**config.mk**
```make
export PLATFORM = sky130hd
export DESIGN_NAME = dcdc_sync
export DESIGN_NICKNAME = d
export VERILOG_FILES = /design/src/rtl/dcdc_sync.sv
export SDC_FILE = /design/constraint.sdc
export NUM_CORES = 1
export LEC_CHECK = 0
export BUFFER_PORTS_ARGS = -buffer_cell sky130_fd_sc_hd__buf_2
export CAP_MARGIN = 5
export CORE_AREA = 2 2 39 41
export CTS_CLUSTER_SIZE = 24
export DETAILED_ROUTE_END_ITERATION = 12
export DIE_AREA = 0 0 41 43
export GPL_ROUTABILITY_DRIVEN = 1
export GPL_TIMING_DRIVEN = 0
export HOLD_SLACK_MARGIN = 0.08
export PLACE_DENSITY = 0.5
export SYNTH_ARGS = -nofsm -noshare
export SYNTH_HDL_FRONTEND = slang
export SYNTH_SLANG_ARGS = --single-unit
```
**constraint.sdc**
```tcl
create_clock -name clk -period 3.7 [get_ports clk]
set_clock_uncertainty 0.15 [all_clocks]
set_input_delay 0.925 -clock clk [delete_from_list [all_inputs] [get_ports clk]]
set_output_delay 0.925 -clock clk [all_outputs]
set_load 0.02 [all_outputs]
```
**src/rtl/dcdc_sync.sv**
```systemverilog
// Sync-clock generator for an external DC-DC converter SYNC pin.
// Emits clk/DIVIDER while enabled, otherwise a software-selected static level.
module dcdc_sync #(
    parameter int unsigned DIVIDER = 10
) (
    input  logic clk,
    input  logic rst,
    input  logic en,
    input  logic state_out,
    output logic dcdc_clk
);

    localparam int unsigned CW = (DIVIDER > 1) ? $clog2(DIVIDER) : 1;
    localparam logic [CW-1:0] LAST = CW'(DIVIDER - 1);
    localparam logic [CW-1:0] HALF = CW'(DIVIDER / 2);

    if (DIVIDER < 2) begin : g_divider_check
        $error("dcdc_sync: DIVIDER must be >= 2");
    end

    logic [1:0]    en_sync_q, en_sync_d;
    logic [1:0]    st_sync_q, st_sync_d;
    logic [CW-1:0] cnt_q, cnt_d;
    logic          run_q, run_d;
    logic          dclk_q, dclk_d;
    logic          en_s, st_s, cnt_wrap;

    assign en_s = en_sync_q[1];
    assign st_s = st_sync_q[1];

    always_ff @(posedge clk or posedge rst) begin
        if (rst) begin
            en_sync_q <= '0;
            st_sync_q <= '0;
            cnt_q     <= '0;
            run_q     <= 1'b0;
            dclk_q    <= 1'b0;
        end else begin
            en_sync_q <= en_sync_d;
            st_sync_q <= st_sync_d;
            cnt_q     <= cnt_d;
            run_q     <= run_d;
            dclk_q    <= dclk_d;
        end
    end

    // Mode only changes at the wrap edge so a period is never cut short.
    always_comb begin
        en_sync_d = {en_sync_q[0], en};
        st_sync_d = {st_sync_q[0], state_out};
        cnt_wrap  = (cnt_q == LAST);
        cnt_d     = cnt_wrap ? '0 : cnt_q + CW'(1);
        run_d     = cnt_wrap ? en_s : run_q;
        dclk_d    = run_q ? (cnt_q < HALF) : st_s;
    end

    assign dcdc_clk = dclk_q;

endmodule

```
==> flow_summary.ini <==
[layout]
finalInstanceArea_sq_um = 444.2
design.final.nets = 40
drive_gt1_frac = 0.3714
fin_util = 0.3210
number_of_cells_in_the_finished_layout_apart_from_fillers = 51
num_antenna_cells = 0
area_delta_synth_final_pct = 20.75

[setup_path]
path_class = reg -> out
cp.arrival_ns = 0.76
critical_path_buf_inv_count = 1
worst_ep_required_time_ns = 2.62
timing.critical_path.slowest_cell_delay_ns = 0.35
worstSetupStartpointType = flip-flop
critical_path.slowest_cell = dfrtp_1
critPathTopFamily = flip-flops
critical_path_cell_list = buf_2
cp_max_fo = 1
endpoint_kind = output port

[placed_design]
place_worst_setup_slack_ns = 2.144
buffer_ports.inserted = 4
postPlaceCellArea_sq_um = 407.9
post-dp-hpwl_microns = 318.7
finalWeightedCongestion = 0.6859
dp_cells = 47

[routing]
post-route-drc-count = 0
drt-wirelength-per-cell_microns = 8.667
dr.pass1.iters = 4
drt-vias-per-instance = 4.196
totalWireLength_microns = 442
postRouteAntennaNets = 0
routed-via-count = 214
initial_drc_count = 5

[global_route]
number_of_antenna_violations_at_the_first_check_in_global_routing = 0
globalRouteOverflowTotal = 0
grt_pass1_wl_microns = 807
globalRouteTotalUtil = 0.08138
maximum_number_of_pins_on_one_net_before_global_route_repair = 11
grt_pass1_vias = 201

[sta]
fmax_mhz = 543.8
finalHoldWorstSlack_ns = 0.2052
setup_slack_ns = 1.861
setup_repair_after_global_routing_missed_its_margin = no
final_hold_violating_endpoints = 0
max_slew_margin = 0.7573
number_of_max_slew_violations_in_the_final_report = 0
post-route-period-util = 0.4970
totalNegativeSetupSlack_ns = 0
final_period_minus_worst_setup_slack_ns = 1.839
report.final.setup_viol = 0
tightest_slew_ns = 0.3637

[cts]
cts.sinks = 10
number_of_hold_repair_buffers_added_at_the_cts_stage = 0
cts_root_buf = clkbuf_4
clkSlewWorstSetupHoldPaths_ns = 0.06
insertion_delay_ns = 0.26
ctsResizeCount = 0
cts_inserted_buffers = 3
maximum_level_of_the_cts_h_tree = 1
cts-root-to-sink-buffers = 2
cts_tree = built
cts_setup_buffers = 0

[synth]
mappedNetlistArea_sq_um = 367.9
synth_enable_flop_cells = 0
synthesis.nets = 31
synth_ff_type = dfrtp_1
yosysTopAreaCell = dfrtp_1
synth_most_common_cell = dfrtp_1
yosysWarningCount = 0
netlist.area_leader.share = 0.6803
avgSynthCellArea_sq_um = 13.62
async_reset_ff_frac = 1.000
postSynthCellCount = 27
netlist-cell-type-count = 13
part_of_the_yosys_area_used_for_sequential_elements = 0.6803
synth_top_cells_by_count = dfrtp_1 (10), inv_1 (4), o21ai_0 (3)
ys_ff_latch = 10
post_synth_main_area_contributors = dfrtp_1 (68%), o21ai_0 (4.1%), inv_1 (4.1%)

[pwr]
total_leakage_power_nw = 0.2173
fin_total_pwr_mw = 0.2156
peak_supply_drop_uv = 152.0
power_density_mw_per_mm2 = 485.4

[job]
drv_cap = 0

[die]
die_y_microns = 43
core_area_sq_mm = 0.001384
placementRows = 14
ios = 5
floorplan_die_area_sq_mm = 0.001763
start_util = 0.2658
die_width_microns = 41

[min_path]
worstHoldPathType = reg -> reg

[status]
outcome = completed
[area by class of cell]
cell class / instances / area, sq um
clock buffer: 4 / 36.28
fill: 133 / 939.7
inverter: 4 / 15.01
multi-input combinational: 13 / 102.6
sequential: 10 / 250.2
tap: 16 / 20.02
timing repair buffer: 4 / 20.02
[per-layer routing]
metal / wire [microns] / track usage
met4: 7 / 0.1200
met5: 0 / 0
met3: 32 / 0.04712
met2: 208 / 0.08750
met1: 193 / 0.08389
[layout by cell type, fill, tap and decap left out, drive strengths merged]
cell	synthesis	layout
o21ai	3	3
buf	0	4
nor3b	1	1
nand3b	1	1
nor3	1	1
xnor2	1	1
clkbuf	0	4
a221o	1	1
nor2b	1	1
mux2	2	2
nor2	1	1
nand2	1	1
inv	4	4
dfrtp	10	10
[worst register-to-register path, stage by stage (launching register included)]
cell	delay [ns]
dfrtp_1	0.42
nor2b_2	0.16
nor3b_2	0.21
mux2_4	0.31
[path summary, 6_finish.rpt]
| check | from | end | slack [ns] | depth (start not counted) |
|---|---|---|---|---|
| max | dcdc_clk | dcdc_clk | 1.86 | 1 |
| min | en_sync_q[0] | en_sync_q[1] | 0.21 | 0 |
| max reg2reg | cnt_q[2] | run_q | 2.35 | 3 |
| min reg2reg | en_sync_q[0] | en_sync_q[1] | 0.21 | 0 |
| max in group asynchronous | rst | cnt_q[3] | 2.67 | 2 |
| min in group asynchronous | rst | en_sync_q[0] | 0.47 | 2 |
[where the power goes]
part           leakage, nW  switching [mW]  internal, mW
sequential           0.118        0.000986         0.113
combinational       0.0786         0.00354       0.00245
clock               0.0210          0.0363        0.0597
total                0.217          0.0409         0.175
[sequential cells by signal, summed over array words and instances, names as in the netlist]
signal and flops:
cnt_q 4, en_sync_q 2, st_sync_q 2, dcdc_clk 1, run_q 1
[kinds of logic (layout without fill, tap and decap cells)]
kind of cell    count (synthesis)  count (layout)  share of synthesized area
mux                             2               2                    0.07141
flops                          10              10                     0.6803
simple gates                    6               6                     0.1122
xor+xnor                        1               1                    0.02381
compound gates                  4               4                    0.07141
buf+inv                         4              12                    0.04080
Note: power is estimated with default switching activity, not from simulation.
